[src/rtl/lsu_pkg.sv]
// rtl/lsu_pkg.sv - shared states, funct3 codes and lane constants for the load/store unit
package lsu_pkg;

    typedef enum logic [1:0] {
        ST_IDLE = 2'd0,
        ST_REQ  = 2'd1,
        ST_WAIT = 2'd2,
        ST_DONE = 2'd3
    } lsu_state_t;

    // Load funct3 encodings
    localparam logic [2:0] LD_LB  = 3'b000;
    localparam logic [2:0] LD_LH  = 3'b001;
    localparam logic [2:0] LD_LW  = 3'b010;
    localparam logic [2:0] LD_LBU = 3'b100;
    localparam logic [2:0] LD_LHU = 3'b101;

    // Store funct3[1:0] encodings
    localparam logic [1:0] SD_SB = 2'b00;
    localparam logic [1:0] SD_SH = 2'b01;
    localparam logic [1:0] SD_SW = 2'b10;

    // Byte-enable patterns before shifting into the addressed lane
    localparam logic [3:0] BE_BYTE = 4'b0001;
    localparam logic [3:0] BE_HALF = 4'b0011;
    localparam logic [3:0] BE_WORD = 4'b1111;

    // Timeout counter width
    localparam int TCNT_W = 8;

    function automatic logic [31:0] extend(input logic [31:0] lane, input logic is_half,
                                           input logic is_signed);
        logic [31:0] r;
        if (is_half) begin
            r = {{16{is_signed & lane[15]}}, lane[15:0]};
        end else begin
            r = {{24{is_signed & lane[7]}}, lane[7:0]};
        end
        return r;
    endfunction

endpackage

[src/rtl/lsu_align.sv]
// rtl/lsu_align.sv - combinational legality check, store lane steering and load extension
module lsu_align
    import lsu_pkg::*;
(
    input  logic        i_is_store,
    input  logic [2:0]  i_load_ctrl,
    input  logic [1:0]  i_store_ctrl,
    input  logic [1:0]  i_addr_lo,
    input  logic [31:0] i_store_data,
    output logic        o_legal,
    output logic [3:0]  o_byte_en,
    output logic [31:0] o_wdata,
    input  logic [2:0]  i_rsp_load_ctrl,
    input  logic [1:0]  i_rsp_addr_lo,
    input  logic [31:0] i_rdata,
    output logic [31:0] o_load_data
);

    logic [31:0] w_lane;

    // An access is legal when its funct3 is defined and the address is naturally aligned
    always_comb begin
        o_legal = 1'b0;
        if (i_is_store) begin
            case (i_store_ctrl)
                SD_SB:   o_legal = 1'b1;
                SD_SH:   o_legal = ~i_addr_lo[0];
                SD_SW:   o_legal = (i_addr_lo == 2'b00);
                default: o_legal = 1'b0;
            endcase
        end else begin
            case (i_load_ctrl)
                LD_LB, LD_LBU: o_legal = 1'b1;
                LD_LH, LD_LHU: o_legal = ~i_addr_lo[0];
                LD_LW:         o_legal = (i_addr_lo == 2'b00);
                default:       o_legal = 1'b0;
            endcase
        end
    end

    // Stores replicate the datum over every lane so only the byte enables pick the target;
    // loads always fetch the full word
    always_comb begin
        o_byte_en = BE_WORD;
        o_wdata   = i_store_data;
        if (i_is_store) begin
            case (i_store_ctrl)
                SD_SB: begin
                    o_byte_en = BE_BYTE << i_addr_lo;
                    o_wdata   = {4{i_store_data[7:0]}};
                end
                SD_SH: begin
                    o_byte_en = BE_HALF << {i_addr_lo[1], 1'b0};
                    o_wdata   = {2{i_store_data[15:0]}};
                end
                default: begin
                    o_byte_en = BE_WORD;
                    o_wdata   = i_store_data;
                end
            endcase
        end
    end

    assign w_lane = i_rdata >> {i_rsp_addr_lo, 3'b000};

    // Pick the addressed lane of the returned word and sign- or zero-extend it
    always_comb begin
        case (i_rsp_load_ctrl)
            LD_LB:   o_load_data = extend(w_lane, 1'b0, 1'b1);
            LD_LH:   o_load_data = extend(w_lane, 1'b1, 1'b1);
            LD_LBU:  o_load_data = extend(w_lane, 1'b0, 1'b0);
            LD_LHU:  o_load_data = extend(w_lane, 1'b1, 1'b0);
            default: o_load_data = i_rdata;
        endcase
    end

endmodule

[src/rtl/lsu_controller.sv]
// rtl/lsu_controller.sv - multi-cycle load/store sequencer for a handshaked data bus
module lsu_controller
    import lsu_pkg::*;
#(
    parameter int ADDR_WIDTH     = 32,
    parameter int TIMEOUT_CYCLES = 255
) (
    input  logic                  clk,
    input  logic                  rst_n,
    input  logic                  memRead,
    input  logic                  memWrite,
    input  logic [2:0]            loadCtrl,
    input  logic [1:0]            storeCtrl,
    input  logic [ADDR_WIDTH-1:0] address,
    input  logic [31:0]           storeData,
    output logic                  stall,
    output logic                  done,
    output logic                  loadWrEn,
    output logic [31:0]           loadData,
    output logic                  misaligned,
    output logic                  busFault,
    output logic                  busReq,
    output logic                  busWe,
    output logic [ADDR_WIDTH-1:0] busAddr,
    output logic [3:0]            busByteEn,
    output logic [31:0]           busWData,
    input  logic                  busReady,
    input  logic                  busRValid,
    input  logic [31:0]           busRData
);

    localparam logic [TCNT_W-1:0] TMO_LAST = TCNT_W'(TIMEOUT_CYCLES - 1);

    lsu_state_t            r_state;
    logic [TCNT_W-1:0]     r_tcnt;
    logic                  r_is_store;
    logic [2:0]            r_load_ctrl;
    logic [1:0]            r_addr_lo;
    logic                  r_done;
    logic                  r_loadwren;
    logic [31:0]           r_load_data;
    logic                  r_misaligned;
    logic                  r_busfault;
    logic                  r_busreq;
    logic                  r_buswe;
    logic [ADDR_WIDTH-1:0] r_busaddr;
    logic [3:0]            r_busbyteen;
    logic [31:0]           r_buswdata;

    logic                  w_start;
    logic                  w_legal;
    logic                  w_expired;
    logic [3:0]            w_byte_en;
    logic [31:0]           w_wdata;
    logic [31:0]           w_load_result;
    logic [TCNT_W-1:0]     w_tcnt_next;

    assign w_start     = memRead | memWrite;
    // Past the last allowed cycle the counter saturates so a late WAIT entry still expires
    assign w_expired   = (r_tcnt >= TMO_LAST);
    assign w_tcnt_next = (r_tcnt == {TCNT_W{1'b1}}) ? r_tcnt : r_tcnt + 1'b1;

    // Request side uses the live decoder inputs; response side uses what was latched at start
    lsu_align u_align (
        .i_is_store      (memWrite),
        .i_load_ctrl     (loadCtrl),
        .i_store_ctrl    (storeCtrl),
        .i_addr_lo       (address[1:0]),
        .i_store_data    (storeData),
        .o_legal         (w_legal),
        .o_byte_en       (w_byte_en),
        .o_wdata         (w_wdata),
        .i_rsp_load_ctrl (r_load_ctrl),
        .i_rsp_addr_lo   (r_addr_lo),
        .i_rdata         (busRData),
        .o_load_data     (w_load_result)
    );

    // Sequencer: one bus transaction per instruction, outputs registered alongside the state
    always_ff @(posedge clk) begin
        if (!rst_n) begin
            r_state      <= ST_IDLE;
            r_tcnt       <= '0;
            r_is_store   <= 1'b0;
            r_load_ctrl  <= '0;
            r_addr_lo    <= '0;
            r_done       <= 1'b0;
            r_loadwren   <= 1'b0;
            r_load_data  <= '0;
            r_misaligned <= 1'b0;
            r_busfault   <= 1'b0;
            r_busreq     <= 1'b0;
            r_buswe      <= 1'b0;
            r_busaddr    <= '0;
            r_busbyteen  <= '0;
            r_buswdata   <= '0;
        end else begin
            r_done       <= 1'b0;
            r_loadwren   <= 1'b0;
            r_misaligned <= 1'b0;
            r_busfault   <= 1'b0;
            case (r_state)
                ST_IDLE: begin
                    if (w_start) begin
                        r_is_store  <= memWrite;
                        r_load_ctrl <= loadCtrl;
                        r_addr_lo   <= address[1:0];
                        if (!w_legal) begin
                            r_state      <= ST_DONE;
                            r_done       <= 1'b1;
                            r_misaligned <= 1'b1;
                        end else begin
                            r_state     <= ST_REQ;
                            r_tcnt      <= '0;
                            r_busreq    <= 1'b1;
                            r_buswe     <= memWrite;
                            r_busaddr   <= {address[ADDR_WIDTH-1:2], 2'b00};
                            r_busbyteen <= w_byte_en;
                            r_buswdata  <= memWrite ? w_wdata : 32'd0;
                        end
                    end
                end
                ST_REQ: begin
                    if (busReady) begin
                        r_busreq <= 1'b0;
                        r_tcnt   <= w_tcnt_next;
                        if (r_is_store) begin
                            r_state <= ST_DONE;
                            r_done  <= 1'b1;
                        end else begin
                            r_state <= ST_WAIT;
                        end
                    end else if (w_expired) begin
                        r_busreq   <= 1'b0;
                        r_state    <= ST_DONE;
                        r_done     <= 1'b1;
                        r_busfault <= 1'b1;
                    end else begin
                        r_tcnt <= w_tcnt_next;
                    end
                end
                ST_WAIT: begin
                    if (busRValid) begin
                        r_load_data <= w_load_result;
                        r_loadwren  <= 1'b1;
                        r_state     <= ST_DONE;
                        r_done      <= 1'b1;
                    end else if (w_expired) begin
                        r_state    <= ST_DONE;
                        r_done     <= 1'b1;
                        r_busfault <= 1'b1;
                    end else begin
                        r_tcnt <= w_tcnt_next;
                    end
                end
                default: begin
                    r_state <= ST_IDLE;
                end
            endcase
        end
    end

    // Stall from the very first cycle of a memory instruction until completion
    assign stall = ((r_state == ST_IDLE) & w_start) | (r_state == ST_REQ) | (r_state == ST_WAIT);

    assign done       = r_done;
    assign loadWrEn   = r_loadwren;
    assign loadData   = r_load_data;
    assign misaligned = r_misaligned;
    assign busFault   = r_busfault;
    assign busReq     = r_busreq;
    assign busWe      = r_buswe;
    assign busAddr    = r_busaddr;
    assign busByteEn  = r_busbyteen;
    assign busWData   = r_buswdata;

endmodule

[config.mk]
export PLATFORM = sky130hd
export DESIGN_NAME = lsu_controller
export DESIGN_NICKNAME = d
export VERILOG_FILES = /design/src/rtl/lsu_pkg.sv /design/src/rtl/lsu_align.sv /design/src/rtl/lsu_controller.sv
export SDC_FILE = /design/constraint.sdc
export NUM_CORES = 1
export LEC_CHECK = 0
export CAP_MARGIN = 10
export CORE_MARGIN = 2
export CORE_UTILIZATION = 40
export DETAILED_ROUTE_END_ITERATION = 8
export MAX_ROUTING_LAYER = met4
export PLACE_DENSITY = 0.77
export SLEW_MARGIN = 15
export SYNTH_ARGS = -nofsm -noshare
export SYNTH_HDL_FRONTEND = slang
export SYNTH_SLANG_ARGS = --single-unit
[constraint.sdc]
create_clock -name clk -period 2 [get_ports clk]
set_input_delay 0.4 -clock clk [delete_from_list [all_inputs] [get_ports clk]]
set_output_delay 0.4 -clock clk [all_outputs]
set_load 0.02 [all_outputs]
==> results.py <==
metrics = {
    "route": {
        "via_per_inst": 5.27,
        "drtPass1Iterations": 4,
        "drtIter0Drc": 346,
        "ant_nets": 0,
        "dr_total_vias": 5777,
        "wl_per_cell_um": 15.9,
        "post-route-drc-count": 0,
        "wl_mm": 17.4,
    },
    "power": {
        "swShare_pct": 34.0,
        "power.density_nw_per_um2": 1160,
        "p_clk_share_pct": 31.9,
        "internal_power_mw": 6.71,
        "power.leakage_nw": 3.30,
        "peakVddDrop_mv": 0.689,
        "switching_power_mw": 3.45,
        "p_seq_share_pct": 30.0,
        "combPwrFrac_pct": 38.2,
    },
    "die": {
        "die_w_um": 122,
        "core_area_um2": 13700,
        "die_h_um": 122,
        "die_area_um2": 14800,
        "io-pin-count": 214,
        "fp-row-count": 43,
        "start_util_pct": 40.5,
    },
    "global_routing": {
        "globalRoute.busiestLayer": "met2",
        "antenna_found_initial": 1,
        "grt_pass1_vias": 5562,
        "overflow": 0,
        "grt_pass1_wl_mm": 27.5,
        "grtUsageMet3_pct": 7.87,
        "grtUsageMet1_pct": 28.7,
        "track_usage_pct": 24.4,
        "grt_max_degree": 40,
        "use_met2_pct": 38.7,
    },
    "critical_path": {
        "start_kind": "flip-flop",
        "reg2reg_to": "r_tcnt[3]",
        "startpoint": "r_state[1]",
        "critical_path.endpoint_type": "flip-flop",
        "cp.required_ns": 2.31,
        "cp.arrival_ns": 2.18,
        "rrSetupSlack_ns": 0.13,
        "cp_max_fo": 4,
        "r2r_start": "r_state[1]",
        "crit_type": "reg -> reg",
        "worst-r2r-cell-count": 8,
    },
    "yosys": {
        "syn_area_um2": 5550,
        "ys_seq_elements": 120,
        "synth.distinct_cells": 53,
        "syn_area_per_cell_um2": 8.21,
        "yosysSeqAreaShare_pct": 43.3,
        "syn_inst": 676,
        "synthArstFlopShare_pct": 0,
        "synth_top_flop_cell": "dfxtp_1",
        "ys_warn_count": 0,
        "synth_edf_count": 0,
    },
    "clocking": {
        "cts.sinks": 120,
        "cts_setup_buffers": 0,
        "clk_pin_slew_ns": 0.06,
        "clock_latency_ns": 0.41,
        "numCtsBuffers": 17,
        "cts_hold_buf": 0,
        "htree_levels": 4,
        "root_buffer": "clkbuf_16",
        "clk_path_buf_depth": 2,
        "cts_tree": "built",
    },
    "place": {
        "port-buffer-count": 211,
        "postPlaceCellArea_um2": 8090,
        "dp_hpwl_mm": 12.7,
        "gp_congestion": 0.911,
    },
    "run_status": {
        "outcome": "finished clean",
    },
    "timing": {
        "skew_ns": 0.00769,
        "fmax_ghz": 0.534,
        "setup_tns_ns": 0,
        "setup_violations": 0,
        "whs_ns": 0.449,
        "hold_violations": 0,
        "min_period_ns": 1.87,
        "drv_slew": 0,
        "worst_pin_slew_ns": 0.513,
        "min_period_over_period_pct": 93.6,
        "slew_headroom_pct": 65.7,
        "rsz0062_at_grt": "false",
    },
    "cells_and_area": {
        "fin_nets": 1017,
        "syn2layout_area_growth_pct": 57.8,
        "design_area_um2": 8760,
        "drive_gt1_share_pct": 12.9,
    },
    "worst_hold_path": {
        "hold_class": "reg -> reg",
        "min_to": "loadData[1]",
        "hold_start": "loadData[1]",
        "hold_depth": 2,
    },
    "job": {
        "max_cap_viol_count": 0,
    },
}
## timing repair
| item | CTS | global route |
|---|---|---|
| setup endpoints to repair | 17 | 80 |
| pin swaps | 0 | 3 |
| resized for setup | 6 | 11 |
## power groups by stage
stage | registers (mW) | clock network (mW) | logic [mW]
final | 3.04 | 3.24 | 3.88
after floorplan | 3.46 | 0 | 1.74
after detailed placement | 3.08 | 0 | 3.83
after CTS | 3.04 | 3.29 | 3.84
after global routing | 3.09 | 3.41 | 4.22
after global placement | 3.07 | 0 | 3.80
## worst max-delay path, stage by stage, from the launching register on
cell	delay (ns)
dfxtp_2	0.33
inv_1	0.08
ha_1	0.23
buf_4	0.14
nor2b_1	0.17
o21bai_1	0.13
a21oi_1	0.20
o21ai_0	0.13
a2111oi_2	0.36
## cell usage after synthesis, types with 2 or more instances
cell / instances / area, um^2
nand2_1: 121 / 454
dfxtp_1: 120 / 2400
a21oi_1: 79 / 395
nor2_1: 76 / 285
o21ai_0: 51 / 255
a22oi_1: 32 / 240
clkbuf_1: 30 / 113
mux2i_1: 26 / 260
buf_2: 16 / 80.1
mux2_2: 16 / 180
a211oi_1: 7 / 52.6
a221oi_1: 7 / 61.3
ha_1: 7 / 87.6
nor2b_1: 7 / 43.8
o221ai_1: 7 / 61.3
a31oi_1: 6 / 37.5
inv_1: 6 / 22.5
nand3_1: 6 / 30.0
nand2b_1: 5 / 31.3
buf_4: 4 / 30.0
nor3_1: 4 / 20.0
and2_1: 3 / 18.8
a211o_1: 2 / 17.5
a21o_1: 2 / 15.0
mux4_2: 2 / 45.0
nand4_1: 2 / 12.5
o211a_1: 2 / 20.0
o21a_1: 2 / 15.0
o21ai_1: 2 / 10.0
o31ai_1: 2 / 15.0
o32ai_1: 2 / 17.5
## sequential cells by signal, summed over array words and instances (netlist names), 2 cells and up
register / flops
r_addr_lo: 2
r_load_ctrl: 3
busWData: 32
r_tcnt: 8
busAddr: 30
loadData: 32
busByteEn: 4
r_state: 2
## cells by family (layout without fill, tap and decap cells)
family | after synthesis | in the layout | synth area share [%]
compound gates | 216 | 216 | 24.6
fa+ha+maj | 7 | 7 | 1.58
buf+inv | 59 | 298 | 4.75
flops | 120 | 120 | 43.3
mux | 44 | 44 | 8.74
other cells | 1 | 3 | 0.0675
simple gates | 229 | 229 | 17.0
## layout make-up
cell class | instances | area [um^2]
Tap cell | 180 | 225
Clock buffer | 21 | 460
Multi-Input combinational cell | 498 | 2930
Timing Repair Buffer | 259 | 2540
Clock inverter | 11 | 169
Fill cell | 1186 | 4960
Sequential cell | 120 | 2410
Inverter | 7 | 26.3
Antenna cell | 1 | 2.50
## how the worst max path moves through the flow
stage,endpoint
6_report,r_tcnt[3]
3_5_place_dp,loadData[22]
5_1_grt,stall
3_3_place_gp,loadData[30]
4_1_cts,r_tcnt[3]
2_1_floorplan,r_tcnt[3]
## metrics by stage
step	util (%)	worst slack [ns]	instances	power (mW)
after floorplan	-	0.107	677	5.20
after global placement	59.0	-0.394	1064	6.87
after detailed placement	59.0	-0.502	1064	6.91
after CTS	63.5	0.0368	1096	10.2
after global routing	63.8	0.0124	1097	10.7
final	63.8	0.128	1097	10.2
## placed cells by master, fill, tap and decap left out, drive strengths merged, types with 2 or more instances in the layout
| cell | synthesis | final |
|---|---|---|
| mux2i | 26 | 26 |
| o21ai | 54 | 54 |
| a211o | 2 | 2 |
| nand3 | 6 | 6 |
| nand2 | 122 | 122 |
| dlymetal6s2s | 0 | 2 |
| o32ai | 3 | 3 |
| bufinv | 0 | 4 |
| a221oi | 7 | 7 |
| dfxtp | 120 | 120 |
| o21a | 2 | 2 |
| a22oi | 32 | 32 |
| o31ai | 3 | 3 |
| a21o | 2 | 2 |
| o211a | 2 | 2 |
| clkinv | 1 | 5 |
| mux2 | 16 | 16 |
| nor3 | 4 | 4 |
| nor2b | 7 | 7 |
| conb | 1 | 2 |
| a211oi | 8 | 8 |
| ha | 7 | 7 |
| nand4 | 2 | 2 |
| clkbuf | 30 | 21 |
| a31oi | 6 | 6 |
| and2 | 3 | 3 |
| inv | 6 | 8 |
| mux4 | 2 | 2 |
| nor2 | 77 | 77 |
| o221ai | 7 | 7 |
| nand2b | 5 | 5 |
| clkdlybuf4s50 | 0 | 208 |
| buf | 22 | 49 |
| a21oi | 79 | 79 |
## layer usage
layer | part of all wire, % | wire length [um]
met2 | 48 | 8280
met1 | 43 | 7470
met4 | 2.6 | 457
met5 | 0 | 0
met3 | 7.0 | 1210
Note: power is estimated with default switching activity, not from simulation.
